**src/rtl/uart_pkg.sv**
```systemverilog
// rtl/uart_pkg.sv - shared UART constants: baud selects, divisors, frame shape, FSM states
package uart_pkg;

  localparam int DIV_SEL0   = 109;
  localparam int DIV_SEL1   = 54;
  localparam int DIV_SEL2   = 18;
  localparam int DIV_SEL3   = 9;
  localparam int OVERSAMPLE = 16;
  localparam int DATA_BITS  = 8;

  localparam int DIV_MAX = (DIV_SEL0 > DIV_SEL1) ?
                           ((DIV_SEL0 > DIV_SEL2) ? ((DIV_SEL0 > DIV_SEL3) ? DIV_SEL0 : DIV_SEL3)
                                                  : ((DIV_SEL2 > DIV_SEL3) ? DIV_SEL2 : DIV_SEL3))
                         : ((DIV_SEL1 > DIV_SEL2) ? ((DIV_SEL1 > DIV_SEL3) ? DIV_SEL1 : DIV_SEL3)
                                                  : ((DIV_SEL2 > DIV_SEL3) ? DIV_SEL2 : DIV_SEL3));
  localparam int DIV_W   = $clog2(DIV_MAX);

  localparam logic [1:0] BAUD_9600   = 2'b00;
  localparam logic [1:0] BAUD_19200  = 2'b01;
  localparam logic [1:0] BAUD_57600  = 2'b10;
  localparam logic [1:0] BAUD_115200 = 2'b11;

  typedef logic [2:0] uart_state_t;
  localparam uart_state_t ST_IDLE      = 3'd0;
  localparam uart_state_t ST_START     = 3'd1;
  localparam uart_state_t ST_DATA      = 3'd2;
  localparam uart_state_t ST_STOP      = 3'd3;
  localparam uart_state_t ST_WAIT_HIGH = 3'd4;

  // Terminal count (divisor minus one) for a baud select.
  function automatic logic [DIV_W-1:0] div_last(input logic [1:0] sel);
    case (sel)
      BAUD_9600:   div_last = DIV_W'(DIV_SEL0 - 1);
      BAUD_19200:  div_last = DIV_W'(DIV_SEL1 - 1);
      BAUD_57600:  div_last = DIV_W'(DIV_SEL2 - 1);
      default:     div_last = DIV_W'(DIV_SEL3 - 1);
    endcase
  endfunction

endpackage

```
**src/rtl/uart_baud_tick.sv**
```systemverilog
// rtl/uart_baud_tick.sv - oversample enable generator with divisor latched on restart
module uart_baud_tick
  import uart_pkg::*;
(
  input  logic       clk,
  input  logic       reset,
  input  logic [1:0] baud_sel,
  input  logic       restart,
  output logic       tick
);

  logic [DIV_W-1:0] div_q;
  logic [DIV_W-1:0] cnt;

  // Restart zeroes the phase so sampling lines up with the start-bit edge.
  always_ff @(posedge clk or negedge reset) begin
    if (!reset) begin
      div_q <= div_last(BAUD_9600);
      cnt   <= '0;
    end else if (restart) begin
      div_q <= div_last(baud_sel);
      cnt   <= '0;
    end else if (cnt == div_q) begin
      cnt   <= '0;
    end else begin
      cnt   <= cnt + 1'b1;
    end
  end

  assign tick = (cnt == div_q) && !restart;

endmodule

```
**src/rtl/uart_rx.sv**
```systemverilog
// rtl/uart_rx.sv - 8N1 UART receiver with 16x oversampling and selectable baud rate
module uart_rx
  import uart_pkg::*;
(
  input  logic                 clk,
  input  logic                 reset,
  input  logic [1:0]           baud_sel,
  input  logic                 rx,
  output logic [DATA_BITS-1:0] data,
  output logic                 data_valid,
  output logic                 frame_err,
  output logic                 busy
);

  localparam int OS_W  = $clog2(OVERSAMPLE);
  localparam int BIT_W = $clog2(DATA_BITS + 1);
  localparam logic [OS_W-1:0]  OS_LAST  = OS_W'(OVERSAMPLE - 1);
  localparam logic [OS_W-1:0]  OS_HALF  = OS_W'(OVERSAMPLE / 2 - 1);
  localparam logic [BIT_W-1:0] BIT_LAST = BIT_W'(DATA_BITS - 1);

  logic                 rx_meta;
  logic                 rx_s;
  logic [1:0]           fill_cnt;
  logic                 armed;
  uart_state_t          state;
  logic [OS_W-1:0]      os_cnt;
  logic [BIT_W-1:0]     bit_cnt;
  logic [DATA_BITS-1:0] shift;
  logic                 tick;
  logic                 restart;

  always_ff @(posedge clk or negedge reset) begin
    if (!reset) begin
      rx_meta <= 1'b1;
      rx_s    <= 1'b1;
    end else begin
      rx_meta <= rx;
      rx_s    <= rx_meta;
    end
  end

  // The synchroniser resets high, so the line must be seen genuinely high
  // before a low level may count as a start bit (e.g. reset in mid-frame).
  always_ff @(posedge clk or negedge reset) begin
    if (!reset) begin
      fill_cnt <= 2'd0;
      armed    <= 1'b0;
    end else begin
      if (fill_cnt != 2'd2) fill_cnt <= fill_cnt + 2'd1;
      if (fill_cnt == 2'd2 && rx_s) armed <= 1'b1;
    end
  end

  assign restart = (state == ST_IDLE) && armed && !rx_s;
  assign busy    = (state != ST_IDLE);

  uart_baud_tick u_tick (
    .clk      (clk),
    .reset    (reset),
    .baud_sel (baud_sel),
    .restart  (restart),
    .tick     (tick)
  );

  always_ff @(posedge clk or negedge reset) begin
    if (!reset) begin
      state      <= ST_IDLE;
      os_cnt     <= '0;
      bit_cnt    <= '0;
      shift      <= '0;
      data       <= '0;
      data_valid <= 1'b0;
      frame_err  <= 1'b0;
    end else begin
      data_valid <= 1'b0;
      frame_err  <= 1'b0;
      case (state)
        ST_IDLE: begin
          if (restart) begin
            state  <= ST_START;
            os_cnt <= '0;
          end
        end
        ST_START: begin
          if (tick) begin
            if (os_cnt == OS_HALF) begin
              os_cnt  <= '0;
              bit_cnt <= '0;
              state   <= rx_s ? ST_IDLE : ST_DATA;
            end else begin
              os_cnt <= os_cnt + 1'b1;
            end
          end
        end
        ST_DATA: begin
          if (tick) begin
            if (os_cnt == OS_LAST) begin
              os_cnt  <= '0;
              shift   <= {rx_s, shift[DATA_BITS-1:1]};
              bit_cnt <= bit_cnt + 1'b1;
              if (bit_cnt == BIT_LAST) state <= ST_STOP;
            end else begin
              os_cnt <= os_cnt + 1'b1;
            end
          end
        end
        ST_STOP: begin
          if (tick) begin
            if (os_cnt == OS_LAST) begin
              os_cnt <= '0;
              data   <= shift;
              if (rx_s) begin
                data_valid <= 1'b1;
                state      <= ST_IDLE;
              end else begin
                frame_err <= 1'b1;
                state     <= ST_WAIT_HIGH;
              end
            end else begin
              os_cnt <= os_cnt + 1'b1;
            end
          end
        end
        ST_WAIT_HIGH: begin
          if (rx_s) state <= ST_IDLE;
        end
        default: state <= ST_IDLE;
      endcase
    end
  end

endmodule
```
**config.mk**
```make
export PLATFORM = sky130hd
export DESIGN_NAME = uart_rx
export DESIGN_NICKNAME = d
export VERILOG_FILES = /design/src/rtl/uart_pkg.sv /design/src/rtl/uart_baud_tick.sv /design/src/rtl/uart_rx.sv
export SDC_FILE = /design/constraint.sdc
export NUM_CORES = 1
export LEC_CHECK = 0
export BUFFER_PORTS_ARGS = -buffer_cell sky130_fd_sc_hd__buf_2
export CORE_AREA = 2 2 83 85
export DETAILED_ROUTE_END_ITERATION = 6
export DIE_AREA = 0 0 85 87
export PLACE_DENSITY_LB_ADDON = 0.2
export SETUP_SLACK_MARGIN = 0.15
export SKIP_LAST_GASP = 1
export SLEW_MARGIN = 20
export SYNTH_ARGS = -nofsm -noshare
export SYNTH_HDL_FRONTEND = slang
export SYNTH_SLANG_ARGS = --single-unit
```
**constraint.sdc**
```tcl
create_clock -name clk -period 5.34 [get_ports clk]
set_input_delay 1.068 -clock clk [delete_from_list [all_inputs] [get_ports clk]]
set_output_delay 1.068 -clock clk [all_outputs]
set_load 0.02 [all_outputs]
```
==> impl_metrics.tcl <==
set metrics [dict create \
    vdd_drop_max_mv 0.156 \
    dp_slack_ns 3.13 \
    drt-vias-per-instance 5.18 \
    synth_cell_types 48 \
    switching_share 0.333 \
    hold_viol_final 0 \
    max-slew-margin-rel 0.439 \
    overflow 0 \
    yosysTopAreaCell "dfrtp_1" \
    antenna_found_initial 0 \
    synth_top_family_by_area "simple AND/OR/NAND/NOR gates" \
    grt_usage 0.127 \
    start_util 0.340 \
    switchingPower_mw 0.318 \
    min_path_cells 0 \
    syn_nets 217 \
    drc 0 \
    post_cts_buffers 0 \
    dp_hpwl_microns 3050 \
    critPathCaptureType "output port" \
    die_x_microns 85 \
    root_buffer "clkbuf_8" \
    ctsResizeCount 0 \
    place.gp.congestion 0.800 \
    portBuffers 15 \
    rsz0062_at_grt "no" \
    antenna_cells 0 \
    design.core.area_sq_um 6570 \
    worst-path-max-fanout 13 \
    internal_power_mw 0.638 \
    p_per_area_nw_per_um2 384 \
    synthAdderAreaFrac 0.0449 \
    cp.required_ns 4.27 \
    clock_sinks 45 \
    synth-simple-area-share 0.169 \
    hold_path.class "flip-flop to flip-flop" \
    slew_violations 0 \
    drt-pass1-iter-count 4 \
    rr_worst_depth 4 \
    vias 1555 \
    ioPinCount 16 \
    synth_area_sq_um 2230 \
    synthArstFlopShare 1.00 \
    cts_buffers 5 \
    synth_xor_xnor_area_share 0.0353 \
    synth_top_area_frac 0.449 \
    p_leak_nw 1.16 \
    period_share 0.467 \
    clockBufferDepth 2 \
    yosysMostFrequentCell "dfrtp_1" \
    clockPowerShare 0.268 \
    grt_pass1_wl_microns 7440 \
    cts.clk_slew.worst_paths_ns 0.08 \
    clk-insertion-delay-late_ns 0.30 \
    status "finished, final reports clean" \
    grt_max_degree 46 \
    worstPathArrival_ns 1.43 \
    synth.area.top_cells "dfrtp_1, mux2_2, dfstp_2" \
    syn2layout_area_growth_pct 11.5 \
    synth_compound_area_frac 0.112 \
    grt_pass1_vias 1493 \
    syn_area_per_cell_sq_um 10.9 \
    setup_viol 0 \
    synth-seq-cells 45 \
    max_freq_ghz 0.401 \
    ant_nets 0 \
    pwr-share-comb 0.238 \
    ctsHoldBuffers 0 \
    setup_tns_ns 0 \
    wl_per_cell_microns 14.4 \
    drt-total-wl_microns 4320 \
    muxShareOfSynthArea 0.0970 \
    synth.yosys.seq_area_share 0.508 \
    finalClockSkew_ns 0.00717 \
    htreeDepth 2 \
    synth_edf_count 0 \
    worst_pin_slew_ns 0.842 \
    cap_violations 0 \
    fin_nets 232 \
    cts_tree "yes" \
    synth_commonest_cells "dfrtp_1, mux2_2, nor2_1" \
    row_count 30 \
    timing_worst_setup_path_type "flip-flop to output port" \
    die_y_microns 87 \
    final.setup.worst_slack_ns 2.85 \
    yosys_warnings 0 \
    start_kind "flip-flop" \
    pwr-share-seq 0.494 \
    n_fill_cell 640 \
    period_needed_ns 2.49 \
    syn_inst 204 \
    first_iter_violations 130 \
    ys.flop_type "dfrtp_1" \
    drive_above_1_share 0.241 \
    dieArea_sq_um 7400 \
]
area by class of cell:
cell class / count / area [sq um] / area share
Clock inverter: 2 / 38.8 / 0.0156
Multi-Input combinational cell: 141 / 1020 / 0.411
Timing Repair Buffer: 16 / 82.6 / 0.0332
Clock buffer: 6 / 72.6 / 0.0292
Tap cell: 80 / 100 / 0.0402
Sequential cell: 45 / 1130 / 0.455
Inverter: 10 / 37.5 / 0.0151
logic make-up (layout without fill, tap and decap cells):
group | count (synthesis) | after routing
AOI/OAI and AO/OA | 36 | 36
adders and majority gates | 8 | 8
xor gates and xnor gates | 9 | 9
muxes | 19 | 19
buffers and inverters | 18 | 34
DFF | 45 | 45
and+or+nand+nor | 69 | 69
final timing paths:
check                           startpoint          to  slack, ns
hold reg to reg                    rx_meta        rx_s       0.36
hold / removal                     rx_meta        rx_s       0.36
min in group asynchronous            reset  bit_cnt[1]       0.85
setup reg to reg           u_tick.div_q[6]    shift[4]       3.14
max in group asynchronous            reset    state[2]       4.11
setup / recovery                  state[2]        busy       2.85
placed cells by master (no fill, tap or decap), types with 3 or more instances in the layout:
| master | count |
|---|---|
| nand2_1 | 15 |
| o21ai_0 | 7 |
| xnor2_1 | 5 |
| ha_1 | 8 |
| and3_1 | 5 |
| inv_1 | 10 |
| a21oi_1 | 3 |
| buf_2 | 15 |
| dfrtp_1 | 40 |
| nor3_1 | 3 |
| o311ai_0 | 3 |
| o221ai_1 | 3 |
| nor2_1 | 16 |
| xor2_1 | 4 |
| o31ai_1 | 4 |
| nand4_1 | 3 |
| dfstp_2 | 5 |
| nand3_1 | 6 |
| a31oi_1 | 3 |
| o211ai_1 | 4 |
| mux2_2 | 16 |
| clkbuf_8 | 5 |
| or4_1 | 3 |
per-stage QoR:
step	power, mW	cells	hold slack, ns	cell area, sq um	util
final	0.956	300	0.361	2490	0.379
after global routing	1.03	300	0.371	2490	0.379
after CTS	0.967	300	0.363	2490	0.379
after detailed placement	0.707	292	0.350	2380	0.362
after global placement	0.704	292	0.346	2380	0.362
after floorplan	0.644	204	0.345	2230	-
sequential cells by signal, indices dropped and copies added, names as in the netlist:
register / cells
os_cnt: 4
u_tick.cnt: 7
rx_s: 1
shift: 8
fill_cnt: 2
frame_err: 1
data: 8
u_tick.div_q: 4
armed: 1
bit_cnt: 4
rx_meta: 1
state: 3
data_valid: 1
worst max-delay path: stages (launching register included):
cell	delay, ns
dfrtp_1	0.52
or3_4	0.45
buf_2	0.17
power groups by stage:
| stage | clock [mW] | combinational (mW) | sequential [mW] |
|---|---|---|---|
| 2_1_floorplan | 0 | 0.188 | 0.456 |
| 3_3_place_gp | 0 | 0.227 | 0.477 |
| 3_5_place_dp | 0 | 0.229 | 0.478 |
| 4_1_cts | 0.266 | 0.229 | 0.472 |
| 5_1_grt | 0.284 | 0.261 | 0.483 |
| 6_report | 0.257 | 0.227 | 0.472 |
routing by layer:
metal	wire, microns	global-route usage	share of wire	vias up
met5	0	0	0	-
met4	72	0.0491	0.017	0
met3	140	0.0275	0.032	5
met2	1930	0.183	0.45	28
met1	2180	0.187	0.51	753
li1	-	-	-	769
(Power assumes the default switching activity.)
